--- src/rtl/hyper_cord_sinh_cosh.sv ---
// Hyperbolic CORDIC (rotation mode) producing cosh/sinh of a Q5.2 angle as Q1.14.
// Angles with magnitude above 1.0 are clipped to 1.0 and flagged on oOvf.
module hyper_cord_sinh_cosh #(
    parameter int IDWIDTH = 8,
    parameter int ODWIDTH = 16,
    parameter int NSTEP   = 16
) (
    input  logic               iClk,
    input  logic               iRst,
    input  logic [IDWIDTH-1:0] iData,
    input  logic               iValid,
    output logic               oReady,
    output logic [ODWIDTH-1:0] oCosh,
    output logic [ODWIDTH-1:0] oSinh,
    output logic               oOvf,
    output logic               oValid,
    input  logic               iReady
);

    localparam int W       = 18;
    localparam int CW      = $clog2(NSTEP);
    localparam int FRAC_IN = 2;
    localparam int FRAC_Z  = 14;
    localparam logic signed [W-1:0] INV_KH = W'(19784);

    typedef enum logic [1:0] {IDLE, ITER, SIGN, DONE} state_t;

    // Shift sequence 1,2,3,4,4,5..13,13,14: repeats at 4 and 13 keep the series convergent.
    function automatic int shift_of(input int k);
        if (k <= 3)       return k + 1;
        else if (k <= 13) return k;
        else if (k == 14) return 13;
        else              return 14;
    endfunction

    function automatic logic signed [W-1:0] atanh_of(input int s);
        case (s)
            1:       return W'(9000);
            2:       return W'(4185);
            3:       return W'(2059);
            4:       return W'(1025);
            5:       return W'(512);
            6:       return W'(256);
            7:       return W'(128);
            8:       return W'(64);
            9:       return W'(32);
            10:      return W'(16);
            11:      return W'(8);
            12:      return W'(4);
            13:      return W'(2);
            14:      return W'(1);
            default: return '0;
        endcase
    endfunction

    state_t                 state;
    logic   [CW-1:0]        cnt;
    logic signed [W-1:0]    x, y, z;
    logic                   sgn;

    logic   [IDWIDTH-1:0]   mag, mag_sat;
    logic                   sat;
    logic signed [W-1:0]    z_init;
    logic signed [W-1:0]    xs, ys, ang;
    logic                   d_pos;
    int                     sh;

    // NOTE: every always_comb output gets a default first so no path can infer a latch.
    always_comb begin
        mag     = iData[IDWIDTH-1] ? (~iData + 1'b1) : iData;
        sat     = mag > IDWIDTH'(1 << FRAC_IN);
        mag_sat = sat ? IDWIDTH'(1 << FRAC_IN) : mag;
        z_init  = W'(mag_sat) << (FRAC_Z - FRAC_IN);
        sh      = shift_of(int'(cnt));
        xs      = x >>> sh;
        ys      = y >>> sh;
        ang     = atanh_of(sh);
        d_pos   = ~z[W-1];
    end

    // NOTE: sequential state uses non-blocking assignments so every register samples pre-edge values.
    always_ff @(posedge iClk or posedge iRst) begin
        if (iRst) begin
            state  <= IDLE;
            cnt    <= '0;
            x      <= '0;
            y      <= '0;
            z      <= '0;
            sgn    <= 1'b0;
            oReady <= 1'b0;
            oValid <= 1'b0;
            oCosh  <= '0;
            oSinh  <= '0;
            oOvf   <= 1'b0;
        end else begin
            case (state)
                IDLE: begin
                    if (iValid && oReady) begin
                        sgn    <= iData[IDWIDTH-1];
                        oOvf   <= sat;
                        x      <= INV_KH;
                        y      <= '0;
                        z      <= z_init;
                        cnt    <= '0;
                        oReady <= 1'b0;
                        state  <= ITER;
                    end else begin
                        oReady <= 1'b1;
                    end
                end
                ITER: begin
                    x   <= d_pos ? x + ys  : x - ys;
                    y   <= d_pos ? y + xs  : y - xs;
                    z   <= d_pos ? z - ang : z + ang;
                    cnt <= cnt + 1'b1;
                    if (cnt == CW'(NSTEP - 1)) state <= SIGN;
                end
                SIGN: begin
                    oCosh  <= x[ODWIDTH-1:0];
                    oSinh  <= sgn ? (ODWIDTH'(0) - y[ODWIDTH-1:0]) : y[ODWIDTH-1:0];
                    oValid <= 1'b1;
                    state  <= DONE;
                end
                DONE: begin
                    if (iReady) begin
                        oValid <= 1'b0;
                        oReady <= 1'b1;
                        state  <= IDLE;
                    end
                end
                default: state <= IDLE;
            endcase
        end
    end

endmodule

--- config.mk ---
export PLATFORM = sky130hd
export DESIGN_NAME = hyper_cord_sinh_cosh
export DESIGN_NICKNAME = d
export VERILOG_FILES = /design/src/rtl/hyper_cord_sinh_cosh.sv
export SDC_FILE = /design/constraint.sdc
export NUM_CORES = 1
export LEC_CHECK = 0
export CORE_ASPECT_RATIO = 2
export CORE_MARGIN = 2
export CORE_UTILIZATION = 48
export DETAILED_ROUTE_END_ITERATION = 8
export GPL_ROUTABILITY_DRIVEN = 0
export PLACE_DENSITY = 0.66
export SLEW_MARGIN = 0
export SYNTH_ARGS = -nofsm -noshare
export SYNTH_HDL_FRONTEND = slang
export SYNTH_SLANG_ARGS = --single-unit
--- constraint.sdc ---
create_clock -name iClk -period 16.2 [get_ports iClk]
set_input_delay 1.62 -clock iClk [delete_from_list [all_inputs] [get_ports iClk]]
set_output_delay 1.62 -clock iClk [all_outputs]
set_load 0.005 [all_outputs]
# == Yosys cells after proc, flatten, opt, wreduce, memory -nomap -nowiden ==
# Memories as Yosys holds them, arrays and structs flattened.
# Index checks and enable logic that the tools add are counted.
# totals
ff_bits,96
latch_bits,0
ramBits,0
romBits,224
inputBits,12
output_inout_bits,35
wordCells,74
memories,1
# memory_table
name,depth,word_bits,rd,rd_clocked_by_memory_dff,wr,line_no,rtl
(no name shown),16,14,1,0,0,37,case (s)
# classes
addsub,10
mul,0
n_div,0
n_lt_le_gt_ge,3
eq_ne,8
shift,2
muxes,27
bitwise_logic,1
n_reduce_logical,11
# ops
cell,count
18-bit 2-to-1 mux,7
18-bit case mux with 2 select lines,3
18-bit by 32-bit >>> shifter with 18-bit output,2
18-bit adder,3
18-bit subtractor,3
32-bit 2-to-1 mux,1
28-bit logical NOT,1
16-bit 2-to-1 mux,1
"1-bit by 16-bit subtractor with 16-bit output, first input constant",1
"8-bit by 1-bit adder with 8-bit output, second input constant",1
"8-bit by 3-bit > comparator with 1-bit output, second input constant",1
2-bit 2-to-1 mux,4
4-bit 2-to-1 mux,2
8-bit 2-to-1 mux,1
8-bit inverter,1
2-bit case mux with 4 select lines,1
4-bit case mux with 2 select lines,1
2-bit AND reduction,4
6-bit 2-to-1 mux,1
"2-bit != test, second input constant",3
2-bit nonzero test,3
"4-bit by 1-bit adder with 5-bit output, second input constant",1
"4-bit by 1-bit adder with 4-bit output, second input constant",1
"2-bit == test, second input constant",2
10 further kinds,13

# == Depth between registers and ports, before layout ==
# Gate-level depths: netlist (run 1).
# depth
depth_word,9
depth_mapped,29
depth_no_buf,26

# == Worst setup path after synthesis (run 1) ==
# No wires, ideal clock.
# synth_timing
path_type,register -> register
startpoint,reg cnt[0]
endpoint,reg y[17]
setup_ns,0.126
t_arrival_ns,5.574
required_time_ns,16.074
path_slack_ns,10.500
stages_incl_launch_ff,28
n_path_buf,3
synth_period_minus_slack_ns,5.700
cell_sequence,dfrtp_1 > buf_4 > inv_2 > ha_1 > nor3b_4 > o32ai_2 > nor2_2 > clkbuf_1 > buf_1 > nand2_1 > and3_1 > or2_2 > ha_1 > inv_1 > o21ai_0 > inv_1 > ha_1 > nor2b_1 > o21ai_0 > a21o_1 > a31oi_1 > a21boi_0 > a21oi_1 > a22oi_1 > a21oi_1 > o221a_2 > or2_0 > a221o_1
# synth_via
elab_chain_len,8
elab_cells_between_ends,12
classes_between,3 x add/sub; 2 x order compare; 1 x eq/ne; 1 x shift; 5 x mux
# synth_lines
element,line_no,rtl
start: declaration,57,logic [CW-1:0] cnt;
start signal: assignment,115,cnt <= cnt + 1'b1;
"parallel branches: the longest is 3 deep, another holds 4-bit less-or-equal comparator",-,
32-bit 2-to-1 mux (*),30,if (k <= 3) return k + 1;
18-bit by 32-bit >>> shifter with 18-bit output (*),75,xs = x >>> sh;
18-bit adder or 18-bit subtractor (tied branches),113,y <= d_pos ? y + xs : y - xs;
18-bit 2-to-1 mux (*),113,
18-bit case mux with 2 select lines (*),96,case (state)
end signal: assignment,113,
end: declaration,58,"logic signed [W-1:0] x, y, z;"
# Every way passes the cells marked *.
# A chain may end at the register's enable or synchronous reset.

# == Worst setup path in the final report (run 1) ==
# layout_timing
startpoint,reg cnt[3]
endpoint,reg x[17]
# layout_via
elab_chain_len,8
elab_cells_between_ends,12
classes_between,3 x add/sub; 2 x order compare; 1 x eq/ne; 1 x shift; 5 x mux
# layout_lines
element,line_no,rtl
"parallel branches: the longest is 3 deep, another holds 4-bit less-or-equal comparator",-,
32-bit 2-to-1 mux (*),30,
18-bit by 32-bit >>> shifter with 18-bit output (*),76,ys = y >>> sh;
18-bit adder or 18-bit subtractor (tied branches),112,x <= d_pos ? x + ys : x - ys;
18-bit 2-to-1 mux (*),112,
18-bit case mux with 2 select lines (*),96,
end signal: assignment,112,
end: declaration,58,
# Marks and branches as above.

==> flow_summary.json, run 1 <==
{
  "cts.sinks": 96,
  "die_area_sq_um": 21800,
  "ys_warn_count": 0,
  "dp_hpwl_microns": 24400,
  "track_usage_pct": 31.2,
  "io_pins": 47,
  "drt-initial-drc-count": 1189,
  "area_growth_pct": 9.25,
  "whs_path_depth": 2,
  "rows": 74,
  "grt_setup_unrepaired": "no",
  "fp.dieW_microns": 105,
  "drive_above_1_share_pct": 7.80,
  "reg2reg_from": "cnt[3]",
  "synth.distinct_cells": 87,
  "drtPass1Iterations": 8,
  "via_per_inst": 6.56,
  "path_max_fanout": 47,
  "cts.htree.levels": 3,
  "outcome": "finished, final reports clean",
  "syn_area_per_cell_sq_um": 7.89,
  "netlist_area_sq_um": 9860,
  "seq_area_frac_synth_pct": 24.4,
  "r2r-end": "x[17]",
  "finalWirelength_microns": 33600,
  "rr_worst_depth": 24,
  "worst_ep_required_time_ps": 16460,
  "die_y_microns": 207,
  "synthArstFlopShare_pct": 100,
  "holdBufCountCts": 0,
  "drv_slew": 0,
  "antenna_found_initial": 0,
  "clockBufferDepth": 2,
  "fin_nets": 1318,
  "grt_pass1_vias": 9779,
  "hold_path.class": "reg -> reg",
  "grt_pass1_wl_microns": 52300,
  "n_antenna_cell": 0,
  "core_area_sq_um": 20300,
  "cap_violations": 0,
  "fin_crit_ps": 7230,
  "ys_seq_elements": 96,
  "timing.fmax_ghz": 0.138,
  "synth_edf_count": 0,
  "slew_headroom_pct": 23.3,
  "root_buffer": "clkbuf_16",
  "timing.critical_path.from_type": "register",
  "cts_tree": "built",
  "synthFlopType": "dfrtp_1",
  "crit_start": "cnt[3]",
  "instances_no_fill": 1510,
  "r2r_slack_ps": 8970,
  "synthCells": 1251,
  "drc": 0,
  "crit_arrival_ps": 7490,
  "start_util_pct": 48.6,
  "grt_max_degree": 66,
  "tightest_slew_ps": 1150,
  "place_inst": 1494,
  "hp-start": "z[0]",
  "drtAntennaViolNets": 0,
  "final_hold_viol_count": 0,
  "cts.clk_slew.worst_paths_ps": 70,
  "crit_path_end_kind": "register",
  "port_buffers": 46,
  "setup_viol_count_final": 0,
  "skew_ps": 7.72,
  "crit_type": "reg -> reg",
  "synth_nets": 1330,
  "num-fill-cells": 1951,
  "cts_made_buffers": 9,
  "postCtsResizedCells": 0,
  "postCtsSetupRepairBufs": 0,
  "vias": 9912,
  "clkLatencyLatePin_ps": 380,
  "min_to": "z[0]",
  "routedWlPerCell_microns": 22.2,
  "setup_tns_ps": 0,
  "min_period_over_period_pct": 44.6,
  "grt_overflow": 0
}
==> layout make-up <==
class                      instances  area [sq um]  share of cell area (%)
clock buffer                       9           225                    2.09
clock inverter                     7          86.3                   0.801
inverter                          41           156                    1.45
multi-input combinational       1026          6970                    64.7
sequential                        96          2400                    22.3
tap                              266           333                    3.09
timing repair buffer              65           603                    5.60
==> cell usage in the layout, fill, tap and decap left out, types with 42 or more instances in the layout <==
| cell | synthesis | final |
|---|---|---|
| nand2_1 | 123 | 123 |
| nor2_1 | 104 | 104 |
| a21oi_1 | 95 | 95 |
| dfrtp_1 | 96 | 95 |
| o21ai_0 | 89 | 88 |
| ha_1 | 64 | 63 |
| xor2_1 | 53 | 53 |
| nand3_1 | 48 | 48 |
| clkdlybuf4s50_1 | 0 | 46 |
| mux2i_1 | 42 | 42 |
==> sequential cells by signal, summed over array words and instances, names as in the netlist, 2 cells and up <==
signal	cells
oCosh	16
cnt	4
z	18
y	18
oSinh	16
x	18
state	2
==> kinds of logic (layout without fill, tap and decap cells) <==
| family | after synthesis | in the layout | synth area share, % |
|---|---|---|---|
| buffers and inverters | 129 | 122 | 5.17 |
| AND/OR/NAND/NOR | 406 | 406 | 19.4 |
| flip-flops | 96 | 96 | 24.4 |
| AO/OA/AOI/OAI | 392 | 392 | 26.4 |
| XOR/XNOR | 86 | 86 | 7.79 |
| multiplexers | 75 | 75 | 8.14 |
| adder cells (fa/ha/maj) | 67 | 67 | 8.73 |
==> synthesized netlist by cell type (7+ instances only) <==
cell type	n	area share, %
or2_2	7	0.44
mux2_2	31	3.5
nor2_1	104	4.0
a32oi_1	7	0.62
buf_2	9	0.46
xnor2_1	31	2.8
clkbuf_1	64	2.4
a21boi_0	7	0.53
o21a_1	8	0.61
buf_1	11	0.42
inv_1	39	1.5
xor2_1	53	4.7
a21o_1	14	1.1
ha_1	64	8.1
o22ai_1	12	0.76
a21oi_1	95	4.8
nand2_1	123	4.7
o21ai_0	89	4.5
a211oi_1	15	1.1
or3_1	10	0.63
mux2i_1	42	4.3
a2111oi_0	7	0.62
and3_1	17	1.1
nor3_1	26	1.3
nand3_1	48	2.4
and2_1	16	1.0
o31ai_1	21	1.6
nand2b_1	12	0.76
o211ai_1	18	1.4
dfrtp_1	96	24
a31oi_1	18	1.1
nor2b_1	16	1.0
o41ai_1	9	0.80
==> metrics by stage <==
| step | worst slack (ps) | hold WS, ps | util [%] | area [sq um] |
|---|---|---|---|---|
| final | 8970 | 480 | 53.1 | 10800 |
| after global routing | 8630 | 511 | 53.1 | 10800 |
| after CTS | 9130 | 485 | 53.1 | 10800 |
| after detailed placement | 9160 | 469 | 51.6 | 10500 |
| after global placement | 9320 | 465 | 51.6 | 10500 |
| after floorplan | 10500 | 445 | - | 9860 |
==> worst max-delay path, cell delays in order (launching register included) <==
cell,delay [ps]
dfrtp_2,570
buf_4,530
nor3b_4,410
o32a_1,730
nand2_1,370
buf_4,340
a32oi_1,220
o211ai_1,150
and2_1,200
mux2i_1,190
ha_1,250
nand3_1,90
nand2_1,170
nand2_1,90
xnor2_1,240
ha_1,330
and2_1,160
o21ai_0,300
o31ai_1,200
o211ai_1,260
o21ai_0,160
o41a_1,350
or3_1,330
nand3_1,100
or3b_1,350
==> worst max-delay path by stage <==
stage               endpoint  slack [ps]  depth (start not counted)
finish                 x[17]        8970                         24
global route           x[17]        8630                         25
CTS                    x[17]        9130                         24
detailed placement     x[17]        9160                         24
global placement       x[17]        9320                         24
floorplan              y[17]       10500                         27
==> layer usage <==
| layer | vias up | GRT usage [%] | wire length [microns] |
|---|---|---|---|
| met5 | - | 0 | 0 |
| met4 | 0 | 27.6 | 3220 |
| met3 | 196 | 5.34 | 2170 |
| met2 | 465 | 54.2 | 16600 |
| met1 | 4687 | 32.0 | 11600 |
| li1 | 4564 | - | - |
Power of run 1 is left out: the tool's default activity adds up to more than one toggle a clock period on the data nets, which glitch-free logic cannot reach.
==> run 2, diff against run 1 <==
clock period = 7.22 ns   (was 16.2 ns; I/O delays follow)
==> run 2 against run 1 <==
Compared with the run above: register-to-register slack worse by 8400 ps; worst setup slack worse by 8400 ps; clock-buffer cell count unchanged; critical path depth down 2; worst hold slack better by 12 ps; fmax up 9.5%; routed wire length up 3.4%; die area unchanged; clock skew up 3.8 ps.
==> flow_summary.json, run 2 (synthesis results as in run 1) <==
{
  "fp.dieW_microns": 105,
  "dp_hpwl_microns": 25200,
  "crit_type": "reg -> reg",
  "crit_path_end_kind": "register",
  "clockBufferDepth": 2,
  "port_buffers": 46,
  "cts.htree.levels": 3,
  "antenna_found_initial": 1,
  "cp_cell_sequence": "inv_2, ha_1, o32ai_2, a211oi_1, buf_4, and3_1, a221oi_1, a21o_1, nand4_1, nor3_1, nor2_1, xor2_1, ha_1, and3_1, a21oi_1, a21boi_0, a21oi_1, a22oi_1, a21oi_1, o221a_2, or2_0, a221o_1",
  "skew_ps": 11.5,
  "num-fill-cells": 1987,
  "cap_violations": 0,
  "core_area_sq_um": 20300,
  "largest_registers": "x (18), y (18), z (18)",
  "final_hold_viol_count": 0,
  "vias": 10041,
  "routedWlPerCell_microns": 22.7,
  "crit_arrival_ps": 6870,
  "fin_nets": 1338,
  "fin_crit_ps": 6600,
  "clkLatencyLatePin_ps": 380,
  "start_util_pct": 48.6,
  "most-common-layout-cells": "123 x nand2_1, 103 x nor2_1, 95 x a21oi_1, 95 x dfrtp_1, 88 x o21ai_0",
  "postCtsSetupRepairBufs": 0,
  "critical-path-slowest-cell": "o32ai_2",
  "rows": 74,
  "drive_above_1_share_pct": 9.34,
  "final_common_cell": "nand2_1",
  "drc": 0,
  "cts_made_buffers": 9,
  "area_growth_pct": 10.7,
  "setup_viol_count_final": 0,
  "finalWirelength_microns": 34700,
  "drv_slew": 0,
  "grt_setup_unrepaired": "no",
  "die_y_microns": 207,
  "cts.sinks": 96,
  "drt-initial-drc-count": 1128,
  "track_usage_pct": 32.3,
  "root_buffer": "clkbuf_16",
  "timing.fmax_ghz": 0.152,
  "timing.critical_path.from_type": "register",
  "tightest_slew_ps": 1010,
  "via_per_inst": 6.56,
  "path_max_fanout": 10,
  "slew_headroom_pct": 32.8,
  "die_area_sq_um": 21800,
  "min_period_over_period_pct": 91.4,
  "grt_pass1_wl_microns": 53800,
  "outcome": "finished, final reports clean",
  "drtAntennaViolNets": 0,
  "cts.clk_slew.worst_paths_ps": 80,
  "slowest_delay_ps": 750,
  "grt_max_degree": 58,
  "setup_tns_ps": 0,
  "grt_overflow": 0,
  "grt_pass1_vias": 10003,
  "hold_path.class": "reg -> reg",
  "cts_tree": "built",
  "crit_path_frequent_cell": "a21oi_1",
  "io_pins": 47,
  "drtPass1Iterations": 7,
  "worst_ep_required_time_ps": 7490,
  "holdBufCountCts": 0
}
==> run 2: cell types whose count changed in the layout (fill, tap and decap cells not counted) <==
cell,before,now
bufinv_16,1,0
clkinv_8,0,1
nor2_1,104,103
buf_4,19,39
nor2_2,1,2
diode_2,0,1
==> run 2: timing repair <==
| item | in CTS | in global routing |
|---|---|---|
| resized for setup | 0 | 1 |
| endpoints found under the hold margin | 0 | 0 |
| endpoints found under the setup margin | 0 | 1 |
==> run 2: per-layer routing <==
metal	GRT usage [%]	part of all wire, %	vias to the layer above
li1	-	-	4600
met1	32.8	33	4700
met2	55.9	48	515
met3	6.34	8.2	226
met4	28.5	10	0
met5	0	0	-
==> run 2: final cells by class <==
class / count / area, sq um / share of cell area (%)
repair buffers: 85 / 753 / 6.90
flip-flops and latches: 96 / 2400 / 22.0
clock inverters: 7 / 72.6 / 0.665
well taps: 266 / 333 / 3.05
inverters: 41 / 156 / 1.43
diodes: 1 / 2.50 / 0.0229
multi-input cells: 1026 / 6970 / 63.9
clock buffers: 9 / 225 / 2.06
==> run 2: final timing paths <==
path,start,end,slack (ps),cells past startpoint
worst max-delay path,cnt[0],y[17],620,22
worst min-delay path,z[14],z[14],490,1
worst max register to register,cnt[0],y[17],620,22
worst min register to register,z[14],z[14],490,1
max in group asynchronous,iRst,cnt[3],5280,3
min in group asynchronous,iRst,oSinh[13],730,2
==> run 2: critical path, delay by kind of cell, from the launching register on <==
| kind | cells | cell delay [ps] |
|---|---|---|
| AOI/OAI and AO/OA | 11 | 3220 |
| xor gates and xnor gates | 1 | 160 |
| adders and majority gates | 2 | 720 |
| buffers and inverters | 2 | 380 |
| DFF | 1 | 630 |
| and+or+nand+nor | 6 | 1360 |
==> run 2: per-stage QoR <==
stage | hold WS, ps | worst slack, ps | area (sq um) | std cells | util (%)
2_1_floorplan | 445 | 1520 | 9860 | 1251 | -
3_3_place_gp | 460 | 830 | 10600 | 1514 | 52.4
6_report | 493 | 621 | 10900 | 1531 | 53.8
3_5_place_dp | 477 | 667 | 10600 | 1514 | 52.4
5_1_grt | 517 | 239 | 10900 | 1530 | 53.8
4_1_cts | 495 | 658 | 10900 | 1530 | 53.8
Power of run 2 is left out for the same reason.
==> run 3, diff against run 2 <==
CORE_UTILIZATION = 25   (was 48)
PLACE_DENSITY = unset   (was 0.66)
SKIP_CTS_REPAIR_TIMING = 1   (was unset)
SKIP_LAST_GASP = 1   (was unset)
==> run 3 against run 2 <==
Compared with the run above: critical path type unchanged; register-to-register slack worse by 40 ps; critical path depth is 2 higher; core utilization is 25 points lower; non-clock buffer count is 5 lower; sequential share of layout area is 0.54 points lower; die area is 89% higher; highest routed layer unchanged; worst setup slack worse by 40 ps.
==> flow_summary.json, run 3 (synthesis results as in run 1) <==
{
  "path_max_fanout": 18,
  "antenna_found_initial": 0,
  "cts_made_buffers": 9,
  "endpoint": "y[17]",
  "grt_pass1_vias": 9171,
  "grt_setup_unrepaired": "no",
  "start_util_pct": 25.2,
  "place_area_sq_um": 10900,
  "crit_type": "reg -> reg",
  "place_inst": 1768,
  "largest_registers": "x (18), y (18), z (18)",
  "cp_cell_sequence": "inv_2, ha_1, nor3b_4, o32ai_2, buf_4, nor2_4, buf_4, nor2_1, a221oi_1, a21o_1, nand4_1, nor3_1, nor2_1, xor2_1, ha_1, and3_1, a21oi_1, a21boi_0, a21oi_1, a22oi_1, a21oi_1, o221a_2, or2_0, a221o_1",
  "instances_no_fill": 1783,
  "slowest_delay_ps": 610,
  "drv_slew": 0,
  "fin_nets": 1333,
  "fin_crit_ps": 6640,
  "timing.fmax_ghz": 0.151,
  "io_pins": 47,
  "drtPass1Iterations": 5,
  "critical_path_buf_inv_count": 3,
  "clkLatencyLatePin_ps": 370,
  "setup_viol_count_final": 0,
  "routedWlPerCell_microns": 17.8,
  "via_per_inst": 5.46,
  "hold_path.class": "reg -> reg",
  "outcome": "finished, final reports clean",
  "cts.sinks": 96,
  "core_area_sq_um": 39200,
  "worst_ep_required_time_ps": 7470,
  "root_buffer": "clkbuf_16",
  "final_hold_viol_count": 0,
  "rows": 103,
  "drive_above_1_share_pct": 8.66,
  "fp.dieW_microns": 144,
  "n_antenna_cell": 0,
  "crit_path_frequent_cell": "a21oi_1",
  "dp_hpwl_microns": 23100,
  "cts.clk_slew.worst_paths_ps": 70,
  "rr_worst_depth": 24,
  "crit_arrival_ps": 6890,
  "path_delay_family": "compound AO/OA/AOI/OAI gates",
  "vias": 9728,
  "final_common_cell": "nand2_1",
  "die_area_sq_um": 41200,
  "slew_headroom_pct": 22.0,
  "final_area_sq_um": 11200,
  "die_y_microns": 285,
  "clockBufferDepth": 2,
  "r2r-end": "y[17]",
  "reg2reg_from": "cnt[0]",
  "skew_ps": 8.79,
  "path_depth": 24,
  "cts_tree": "built",
  "cts.htree.levels": 3,
  "drc": 0,
  "setup_tns_ps": 0,
  "tightest_slew_ps": 1170,
  "crit_start": "cnt[0]",
  "min_period_over_period_pct": 91.9,
  "grt_overflow": 0,
  "r2r_slack_ps": 580,
  "most-common-layout-cells": "123 x nand2_1, 104 x nor2_1, 95 x a21oi_1, 95 x dfrtp_1, 88 x o21ai_0",
  "track_usage_pct": 15.4,
  "drt-initial-drc-count": 832,
  "port_buffers": 46,
  "crit_path_end_kind": "register",
  "area_growth_pct": 13.4,
  "drtAntennaViolNets": 0,
  "critical-path-slowest-cell": "dfrtp_1",
  "finalWirelength_microns": 31800,
  "grt_pass1_wl_microns": 50900,
  "cap_violations": 0,
  "num-fill-cells": 4309,
  "timing.critical_path.from_type": "register",
  "grt_max_degree": 66
}
## run 3: metrics by stage
stage | util, % | hold WS [ps] | setup slack, ps
2_1_floorplan | - | 445 | 1520
6_report | 28.6 | 485 | 581
5_1_grt | 28.6 | 511 | 47.8
4_1_cts | 28.6 | 483 | 502
3_3_place_gp | 27.8 | 457 | 700
3_5_place_dp | 27.8 | 467 | 563
## run 3: metal layers
layer  share of wire [%]  wire length, microns  global-route usage [%]  vias up
li1                    -                     -                       -     4599
met3                 6.2                  1980                    2.12       84
met4                 4.3                  1350                    6.19        0
met5                   0                     0                       0        -
met2                  46                 14500                    24.4      379
met1                  44                 13900                    21.1     4666
## run 3: worst min path at each step
stage          startpoint   end  cells past startpoint
6_report             z[0]  z[0]                      2
2_1_floorplan        z[0]  z[0]                      2
5_1_grt              z[0]  z[0]                      2
3_3_place_gp         z[0]  z[0]                      2
4_1_cts              z[0]  z[0]                      2
3_5_place_dp         z[0]  z[0]                      2
## run 3: area by class of cell
type                    instances  area [sq um]  share of cell area, %
clock buffers                  10           229                   2.05
clock inverters                 5          58.8                  0.525
repair buffers                 80           716                   6.40
well taps                     525           657                   5.87
multi-input cells            1026          6970                   62.3
flip-flops and latches         96          2400                   21.5
inverters                      41           156                   1.40
## run 3: worst register-to-register path, cell delays in order (launching register included)
cell	delay, ps
dfrtp_1	610
inv_2	160
ha_1	280
nor3b_4	320
o32ai_2	150
buf_4	240
nor2_4	370
buf_4	280
nor2_1	90
a221oi_1	550
a21o_1	250
nand4_1	240
nor3_1	480
nor2_1	100
xor2_1	170
ha_1	320
and3_1	160
a21oi_1	210
a21boi_0	360
a21oi_1	160
a22oi_1	210
a21oi_1	120
o221a_2	150
or2_0	210
a221o_1	310
Power of run 3 is left out for the same reason.
